`src/rtl/anim_sequencer.sv`:
```
// Sprite animation sequencer: steps a sprite frame index, bounces a sprite
// horizontally between X_MIN and X_MAX and toggles a rainbow phase once
// every HOLD_FRAMES video frames while running. Supports pause and single-step.
module anim_sequencer #(
    parameter int NUM_FRAMES  = 6,
    parameter int HOLD_FRAMES = 16,
    parameter int X_MIN       = 64,
    parameter int X_MAX       = 368,
    parameter int X_STEP      = 8
) (
    input  logic       clk,
    input  logic       rst_n,
    input  logic       frame_start,
    input  logic       enable,
    input  logic       step,
    output logic [2:0] anim_frame,
    output logic [9:0] sprite_left,
    output logic       rainbow_phase,
    output logic       running,
    output logic       update
);

    localparam int HOLD_W = (HOLD_FRAMES > 2) ? $clog2(HOLD_FRAMES) : 1;

    typedef enum logic [1:0] {
        ST_IDLE   = 2'd0,
        ST_RUN    = 2'd1,
        ST_PAUSED = 2'd2
    } state_e;

    state_e            state_q, state_d;
    logic [HOLD_W-1:0] hold_q, hold_d;
    logic              pend_q, pend_d;
    logic              advance_s;

    logic [2:0]  frame_q, frame_d;
    logic [9:0]  left_q, left_d;
    logic        phase_q, phase_d;
    logic        dir_right_q, dir_right_d;
    logic        running_q, update_q;
    logic [10:0] sum_right_s;

    // Control FSM: state transitions, hold counter, step latch and advance decision
    always_comb begin
        state_d   = state_q;
        hold_d    = hold_q;
        pend_d    = pend_q;
        advance_s = 1'b0;
        case (state_q)
            ST_IDLE: begin
                if (enable) begin
                    state_d = ST_RUN;
                end else begin
                    state_d = ST_IDLE;
                end
            end
            ST_RUN: begin
                if (frame_start) begin
                    if (hold_q == HOLD_W'(HOLD_FRAMES - 1)) begin
                        advance_s = 1'b1;
                        hold_d    = '0;
                    end else begin
                        hold_d = hold_q + HOLD_W'(1);
                    end
                end else begin
                    hold_d = hold_q;
                end
                // An advance on the falling-enable cycle still happens above.
                if (!enable) begin
                    state_d = ST_PAUSED;
                end else begin
                    state_d = ST_RUN;
                end
            end
            ST_PAUSED: begin
                if (enable) begin
                    // Resuming drops any pending single step without advancing.
                    state_d = ST_RUN;
                    pend_d  = 1'b0;
                end else if (frame_start && (pend_q || step)) begin
                    advance_s = 1'b1;
                    pend_d    = 1'b0;
                    hold_d    = '0;
                end else if (step) begin
                    pend_d = 1'b1;
                end else begin
                    pend_d = pend_q;
                end
            end
            default: begin
                state_d = ST_IDLE;
            end
        endcase
    end

    // Advance datapath: frame index wrap, phase toggle, bouncing sprite position
    always_comb begin
        frame_d     = frame_q;
        left_d      = left_q;
        phase_d     = phase_q;
        dir_right_d = dir_right_q;
        sum_right_s = {1'b0, left_q} + 11'(X_STEP);
        if (advance_s) begin
            if (frame_q == 3'(NUM_FRAMES - 1)) begin
                frame_d = 3'd0;
            end else begin
                frame_d = frame_q + 3'd1;
            end
            phase_d = ~phase_q;
            if (dir_right_q) begin
                if (sum_right_s >= 11'(X_MAX)) begin
                    left_d      = 10'(X_MAX);
                    dir_right_d = 1'b0;
                end else begin
                    left_d = sum_right_s[9:0];
                end
            end else begin
                // left - step <= X_MIN, rearranged so nothing underflows
                if ({1'b0, left_q} <= (11'(X_MIN) + 11'(X_STEP))) begin
                    left_d      = 10'(X_MIN);
                    dir_right_d = 1'b1;
                end else begin
                    left_d = left_q - 10'(X_STEP);
                end
            end
        end else begin
            frame_d = frame_q;
        end
    end

    // State and output registers with synchronous active-low reset
    always_ff @(posedge clk) begin
        if (!rst_n) begin
            state_q     <= ST_IDLE;
            hold_q      <= '0;
            pend_q      <= 1'b0;
            frame_q     <= 3'd0;
            left_q      <= 10'(X_MIN);
            phase_q     <= 1'b0;
            dir_right_q <= 1'b1;
            running_q   <= 1'b0;
            update_q    <= 1'b0;
        end else begin
            state_q     <= state_d;
            hold_q      <= hold_d;
            pend_q      <= pend_d;
            frame_q     <= frame_d;
            left_q      <= left_d;
            phase_q     <= phase_d;
            dir_right_q <= dir_right_d;
            running_q   <= (state_d == ST_RUN);
            update_q    <= advance_s;
        end
    end

    assign anim_frame    = frame_q;
    assign sprite_left   = left_q;
    assign rainbow_phase = phase_q;
    assign running       = running_q;
    assign update        = update_q;

endmodule

```
`config.mk`:
```
export PLATFORM = sky130hd
export DESIGN_NAME = anim_sequencer
export DESIGN_NICKNAME = d
export VERILOG_FILES = /design/src/rtl/anim_sequencer.sv
export SDC_FILE = /design/constraint.sdc
export NUM_CORES = 1
export LEC_CHECK = 0
export CAP_MARGIN = 20
export CORE_MARGIN = 10
export CORE_UTILIZATION = 45
export CTS_CLUSTER_DIAMETER = 120
export DETAILED_ROUTE_END_ITERATION = 10
export GPL_ROUTABILITY_DRIVEN = 0
export HOLD_SLACK_MARGIN = 0.06
export PLACE_DENSITY = 0.78
export SETUP_SLACK_MARGIN = 0.5
export SLEW_MARGIN = 10
export SYNTH_ARGS = -nofsm -noshare
export SYNTH_HDL_FRONTEND = slang
export SYNTH_SLANG_ARGS = --single-unit
```
`constraint.sdc`:
```
create_clock -name clk -period 2.03 [get_ports clk]
set_input_delay 0.3045 -clock clk [delete_from_list [all_inputs] [get_ports clk]]
set_output_delay 0.3045 -clock clk [all_outputs]
set_load 0.01 [all_outputs]
```
==> impl_metrics.csv, run 1 <==
group,metric,value,unit
run_status,outcome,"finished clean",
setup_path,worst_r2r_endpoint,"sprite_left[6]$_SDFFE_PN1P_",
die,floorplan.die.width,75.7,um
die,core-area,3000,um^2
setup_path,regToRegSetupSlack,0.13,ns
synthesis,netlist-cell-type-count,49,
cells_and_area,mostFrequentLayoutCell,"buf_4",
global_route,wire_length_of_the_first_global_routing_pass,6910,um
sta,fmaxAchievable,0.527,GHz
global_route,via_count_of_the_first_global_routing_pass,1499,
route,ant_nets,0,
sta,timing.final.crit_period,1.90,ns
synthesis,count_of_flip_flops_with_a_built_in_enable_after_synthesis,0,
pwr,power_per_cell_area,344,nW/um^2
cells_and_area,post_layout_net_count,225,
synthesis,netlist.area_leader.share,0.301,
sta,timing_worst_slew_pin_value,0.523,ns
pwr,power.ir.vdd_worst,0.000365,V
clocking,tritoncts_clock_tree,"built",
sta,finalCritPeriodShare,0.935,
sta,slew_violations,0,
setup_path,timing.reg2reg.worst_path_depth,6,
route,detailroute.via_count,1493,
flow_run,drv_cap,0,
die,dieHeight,75.7,um
die,core.rowCount,20,
route,detailedRoute.firstIterationViolations,229,
clocking,post_cts_hold_buffer_count,0,
clocking,cts_made_buffers,3,
synthesis,synth-async-reset-ratio,0,
setup_path,cp-endpoint,"sprite_left[6]$_SDFFE_PN1P_",
route,post-route-drc-count,0,
sta,skew,0.0131,ns
sta,timing.setup.tns,0,ns
cells_and_area,area.growth.synth_to_final,49.9,%
sta,timing.slew.headroom,0.642,
sta,setup_violations,0,
route,wl_per_cell,18.9,um
setup_path,worst_ep_required_time,2.28,ns
clocking,cts.sink_count,21,
synthesis,avgSynthCellArea,8.21,um^2
die,top_level_i_o_count,21,
die,die-area,5730,um^2
global_route,antenna_found_initial,0,
clocking,clk_transition_reported_paths,0.13,ns
synthesis,syn_inst,170,
route,drt-pass1-iter-count,4,
setup_path,critPathMaxFanout,7,
setup_path,cp_data_arrival_time,2.15,ns
synthesis,yosysWarningCount,0,
synthesis,postSynth.topFlopCell,"dfxtp_1",
clocking,number_of_levels_in_the_clock_h_tree,1,
cells_and_area,num_antenna_cells,0,
cells_and_area,drive_gt1_frac,0.422,
pwr,finalPower,0.719,mW
clocking,clockBufferDepth,2,
setup_path,crit_type,"reg -> reg",
die,initial_core_util,0.465,
min_path,min_path_type,"in -> reg",
clocking,clock_insertion_delay_worst_skew,0.32,ns
synthesis,synth_area,1400,um^2
route,drt_wl_total,4610,um
route,vias_cell,6.12,
setup_path,worst_setup_path_startpoint,"sprite_left[3]$_SDFFE_PN0P_",
synthesis,synth.area.top_cells,"dfxtp_1 30%, ha_1 7.2%, a21oi_1 4.3%, nand2_1 3.0%, buf_4 2.7%",
global_route,grt_start_max_net_pins,15,
synthesis,synth_top_cell_by_area,"dfxtp_1",
pwr,static-leakage-power,0.877,nW
placed_design,hpwl,2730,um
synthesis,synth.yosys.seq_area_share,0.301,
min_path,hold_start,"rst_n",
synthesis,ys_seq_elements,21,
global_route,globalRouteTotalUtil,0.156,
sta,timing_hold_violations_final,0,
global_route,global_route.overflow_total,0,
cells_and_area,finalCoreUtilization,0.696,
setup_path,kind_of_start_point_of_the_critical_path,"register",
placed_design,place.port_buffers,17,
setup_path,capturing_element_type_of_the_critical_path,"register",
setup_path,timing.rr.start,"sprite_left[3]$_SDFFE_PN0P_",
cells_and_area,final_cell_mix,"24 x buf_4, 11 x dlygate4sd2_1, 10 x nand2_1, 10 x dfxtp_1, 9 x a21oi_1",
sta,grt_setup_unrepaired,"true",
clocking,library_cell_used_as_clock_root_buffer,"clkbuf_4",
==> timing repair <==
action | 4_1_cts | 5_1_grt
gates resized for setup | 53 | 22
buffers inserted | 14 | 6
setup endpoints to repair | 25 | 18
pin swaps | 15 | 14
cloned | 1 | 0
==> sequential cells by signal (all words and copies together) (netlist names), 2 cells and up <==
name         count
sprite_left      7
state_q          2
anim_frame       3
hold_q           4
==> cell usage after synthesis, drive strengths merged (6+ instances only) <==
cell type and n:
dfxtp 21, a21oi 13, inv 11, nand2 11, o21ai 10, buf 9
ha 8, nor2 8, nand3 6, nor3 6
==> logic make-up after synthesis <==
logic type / share of synthesized area
AOI/OAI and AO/OA: 0.242
xor gates and xnor gates: 0.0439
adders and majority gates: 0.0718
buffers and inverters: 0.0879
DFF: 0.301
muxes: 0.00807
other: 0.00269
and+or+nand+nor: 0.242
==> critical path, cell delays in order, from the launching register on <==
cell and delay [ns]:
dfxtp_4 0.43, buf_6 0.12, nand4_1 0.20, or3_4 0.42
a22o_4 0.29, a22o_1 0.24, a21oi_2 0.12
==> stage by stage <==
stage               cell area [um^2]  instances  worst slack, ns  hold slack (ns)
floorplan                       1480        172            0.304            0.458
global placement                1670        219            0.149            0.466
detailed placement              1670        219            0.103            0.478
CTS                             1960        238            0.249            0.495
global route                    2090        244            0.106            0.502
finish                          2090        244            0.132            0.472
==> power breakdown <==
| part | internal [mW] | switching [mW] | leakage (nW) |
|---|---|---|---|
| clock network | 0.0770 | 0.139 | 0.0150 |
| registers | 0.409 | 0.00583 | 0.176 |
| logic | 0.0398 | 0.0472 | 0.686 |
| total | 0.526 | 0.192 | 0.877 |
==> cell type report <==
type	count	area (um^2)
inverter	11	51.3
sequential	21	452
tap	33	41.3
fill	243	912
clock buffer	4	26.3
timing repair buffer	46	395
multi-input combinational	129	1120
==> metal layers <==
layer / track usage / routed length (um) / part of all wire / up-vias
li1: - / - / - / 697
met1: 0.161 / 1730 / 0.38 / 710
met2: 0.297 / 2460 / 0.53 / 68
met3: 0.0313 / 283 / 0.061 / 18
met4: 0.0639 / 137 / 0.030 / 0
met5: 0 / 0 / 0 / -
==> worst min-delay path by stage <==
stage	to	slack, ns	cells after the start
final	dir_right_q$_SDFFE_PN1P_	0.47	2
after floorplan	hold_q[1]$_SDFFE_PN0P_	0.46	2
after CTS	hold_q[1]$_SDFFE_PN0P_	0.50	2
after detailed placement	hold_q[1]$_SDFFE_PN0P_	0.48	2
after global routing	dir_right_q$_SDFFE_PN1P_	0.50	2
after global placement	anim_frame[1]$_SDFFE_PN0P_	0.47	2
(Power assumes the default switching activity.)
==> inputs of run 2 (changes only) <==
--- a/config.mk
+++ b/config.mk
@@ -18,3 +18,4 @@
 export SYNTH_ARGS = -nofsm -noshare
 export SYNTH_HDL_FRONTEND = slang
 export SYNTH_SLANG_ARGS = --single-unit
+export TNS_END_PERCENT = 20
==> run 2 against run 1 <==
Sequential share of layout area rose by 1.0 points. Largest cell class unchanged. Clock power fell by 7%. Via count fell by 1.9%. First-iteration DRC count fell by 15%. Clock-buffer cell count did not move. Setup slack improved by 0.089 ns. Core utilization fell by 5.2 points. Die area did not move. Sequential power barely moved. Critical endpoint is now sprite_left[4]$_SDFFE_PN0P_. Clock skew fell by 0.012 ns. Worst hold slack improved by 0.016 ns.
==> impl_metrics.csv, run 2 (synthesized netlist as in run 1, its figures left out) <==
group,metric,value,unit
placed_design,hpwl,2570,um
setup_path,cp.buffers_inverters,1,
pwr,power_per_cell_area,358,nW/um^2
route,drt-pass1-iter-count,4,
cells_and_area,num_antenna_cells,0,
placed_design,detailed_place.area,1650,um^2
route,top_layer,"met4",
sta,slew_violations,0,
sta,finalCritPeriodShare,0.891,
die,floorplan.die.width,75.7,um
route,met2WireLength,2110,um
sta,fmaxAchievable,0.553,GHz
setup_path,crit_type,"reg -> reg",
global_route,grt_start_max_net_pins,12,
route,detailedRoute.firstIterationViolations,195,
route,ant_nets,0,
setup_path,kind_of_start_point_of_the_critical_path,"register",
min_path,holdPathStages,2,
die,dieHeight,75.7,um
setup_path,critPathMaxFanout,5,
setup_path,critical_path.slowest_cell,"dfxtp_4",
cells_and_area,max_ffs_per_register,7,
sta,timing_hold_violations_final,0,
pwr,power.ir.vdd_worst,0.000409,V
min_path,min_path_type,"reg -> reg",
cells_and_area,finalCoreUtilization,0.645,
clocking,number_of_levels_in_the_clock_h_tree,1,
setup_path,timing.reg2reg.worst_path_depth,7,
die,core.rowCount,20,
setup_path,critical_path.cell_chain,"ha_4, and3_4, nand4_1, buf_4, and2_4, nor4b_4, o21ai_1",
cells_and_area,drive_gt1_frac,0.322,
pwr,combPwrFrac,0.108,
die,top_level_i_o_count,21,
placed_design,place.port_buffers,17,
setup_path,critical_path_depth,7,
global_route,global_route.overflow_total,0,
setup_path,worst_ep_required_time,2.23,ns
sta,grt_setup_unrepaired,"true",
route,met3_wirelength_from_detailed_routing,230,um
sta,skew,0.00139,ns
clocking,tritoncts_clock_tree,"built",
sta,setup_violations,0,
global_route,antenna_found_initial,0,
pwr,static-leakage-power,0.799,nW
cells_and_area,mostFrequentLayoutCell,"buf_4",
setup_path,max_incr_delay_on_cp,0.41,ns
pwr,sequentialPowerShare,0.602,
min_path,hold_start,"hold_q[1]$_SDFFE_PN0P_",
pwr,p_sw_frac,0.239,
route,post-route-drc-count,0,
sta,timing.setup.tns,0,ns
setup_path,capturing_element_type_of_the_critical_path,"register",
clocking,clockBufferDepth,2,
flow_run,drv_cap,0,
setup_path,worst_setup_path_startpoint,"sprite_left[3]$_SDFFE_PN0P_",
cells_and_area,area.growth.synth_to_final,38.7,%
pwr,pwr-share-clk,0.291,
cells_and_area,post_layout_net_count,222,
clocking,cts.sink_count,21,
route,vias_cell,6.08,
route,drt_wl_total,4190,um
clocking,clk_transition_reported_paths,0.11,ns
sta,timing.final.crit_period,1.81,ns
die,die-area,5730,um^2
setup_path,worst_path_dominant_cell_family,"simple AND/OR/NAND/NOR gates",
route,wirelength_met1,1760,um
clocking,post_cts_hold_buffer_count,0,
global_route,via_count_of_the_first_global_routing_pass,1464,
pwr,internal-power,0.527,mW
die,initial_core_util,0.465,
run_status,outcome,"finished clean",
cells_and_area,final_cell_mix,"25 x buf_4, 16 x clkdlybuf4s50_1, 13 x dfxtp_1",
die,core-area,3000,um^2
setup_path,timing.rr.start,"sprite_left[3]$_SDFFE_PN0P_",
setup_path,regToRegSetupSlack,0.22,ns
clocking,library_cell_used_as_clock_root_buffer,"clkbuf_4",
setup_path,cp-endpoint,"sprite_left[4]$_SDFFE_PN0P_",
cells_and_area,fill_cells,230,
pwr,total_switching_power,0.166,mW
clocking,clock_insertion_delay_worst_skew,0.30,ns
route,wl_per_cell,17.4,um
cells_and_area,final_area,1940,um^2
global_route,wire_length_of_the_first_global_routing_pass,6980,um
setup_path,worst_r2r_endpoint,"sprite_left[4]$_SDFFE_PN0P_",
global_route,globalRouteTotalUtil,0.154,
route,detailroute.via_count,1465,
clocking,cts_made_buffers,3,
setup_path,cp_data_arrival_time,2.00,ns
-- run 2: cell count changes in the layout (fill, tap and decap cells not counted), sizes merged --
cell	change
clkdlybuf4s50	+11
dlygate4sd2	-11
buf	-3
-- run 2: layer usage --
| layer | vias up | track usage |
|---|---|---|
| met5 | - | 0 |
| met4 | 0 | 0.0515 |
| met3 | 12 | 0.0404 |
| met2 | 62 | 0.272 |
| met1 | 702 | 0.175 |
| li1 | 689 | - |
-- run 2: through the flow --
step	hold WS, ns	worst slack (ns)	power, mW	instances
final	0.488	0.221	0.693	241
after global routing	0.507	0.190	0.723	241
after CTS	0.493	0.279	0.701	241
after detailed placement	0.476	0.0913	0.487	219
after global placement	0.470	0.143	0.484	219
after floorplan	0.458	0.304	0.463	172
-- run 2: layout make-up --
class / count / area [um^2] / share of cell area
repair buffers: 43 / 372 / 0.192
multi-input cells: 129 / 1010 / 0.523
well taps: 33 / 41.3 / 0.0213
inverters: 11 / 46.3 / 0.0239
clock buffers: 4 / 26.3 / 0.0136
flip-flops and latches: 21 / 438 / 0.226
-- run 2: what timing repair did --
item,CTS,global route
setup endpoints to repair,25,28
pin swaps,13,5
setup buffers,17,0
gates resized for setup,27,6
gates cloned,1,0
-- run 2: worst min-delay path by stage --
| stage | end | slack (ns) |
|---|---|---|
| global placement | hold_q[1]$_SDFFE_PN0P_ | 0.47 |
| global route | hold_q[1]$_SDFFE_PN0P_ | 0.51 |
| floorplan | hold_q[1]$_SDFFE_PN0P_ | 0.46 |
| finish | hold_q[1]$_SDFFE_PN0P_ | 0.49 |
| detailed placement | hold_q[1]$_SDFFE_PN0P_ | 0.48 |
| CTS | hold_q[1]$_SDFFE_PN0P_ | 0.49 |
-- run 2: worst register-to-register path: stages, from the launching register on --
cell,delay [ns]
dfxtp_4,0.41
ha_4,0.15
and3_4,0.21
nand4_1,0.20
buf_4,0.22
and2_4,0.15
nor4b_4,0.27
o21ai_1,0.10
-- run 2: power groups by stage --
stage | logic, mW | registers [mW] | clock network (mW)
after floorplan | 0.0351 | 0.428 | 0
after global placement | 0.0567 | 0.427 | 0
after detailed placement | 0.0595 | 0.428 | 0
after CTS | 0.0739 | 0.418 | 0.209
after global routing | 0.0833 | 0.417 | 0.222
final | 0.0746 | 0.417 | 0.201
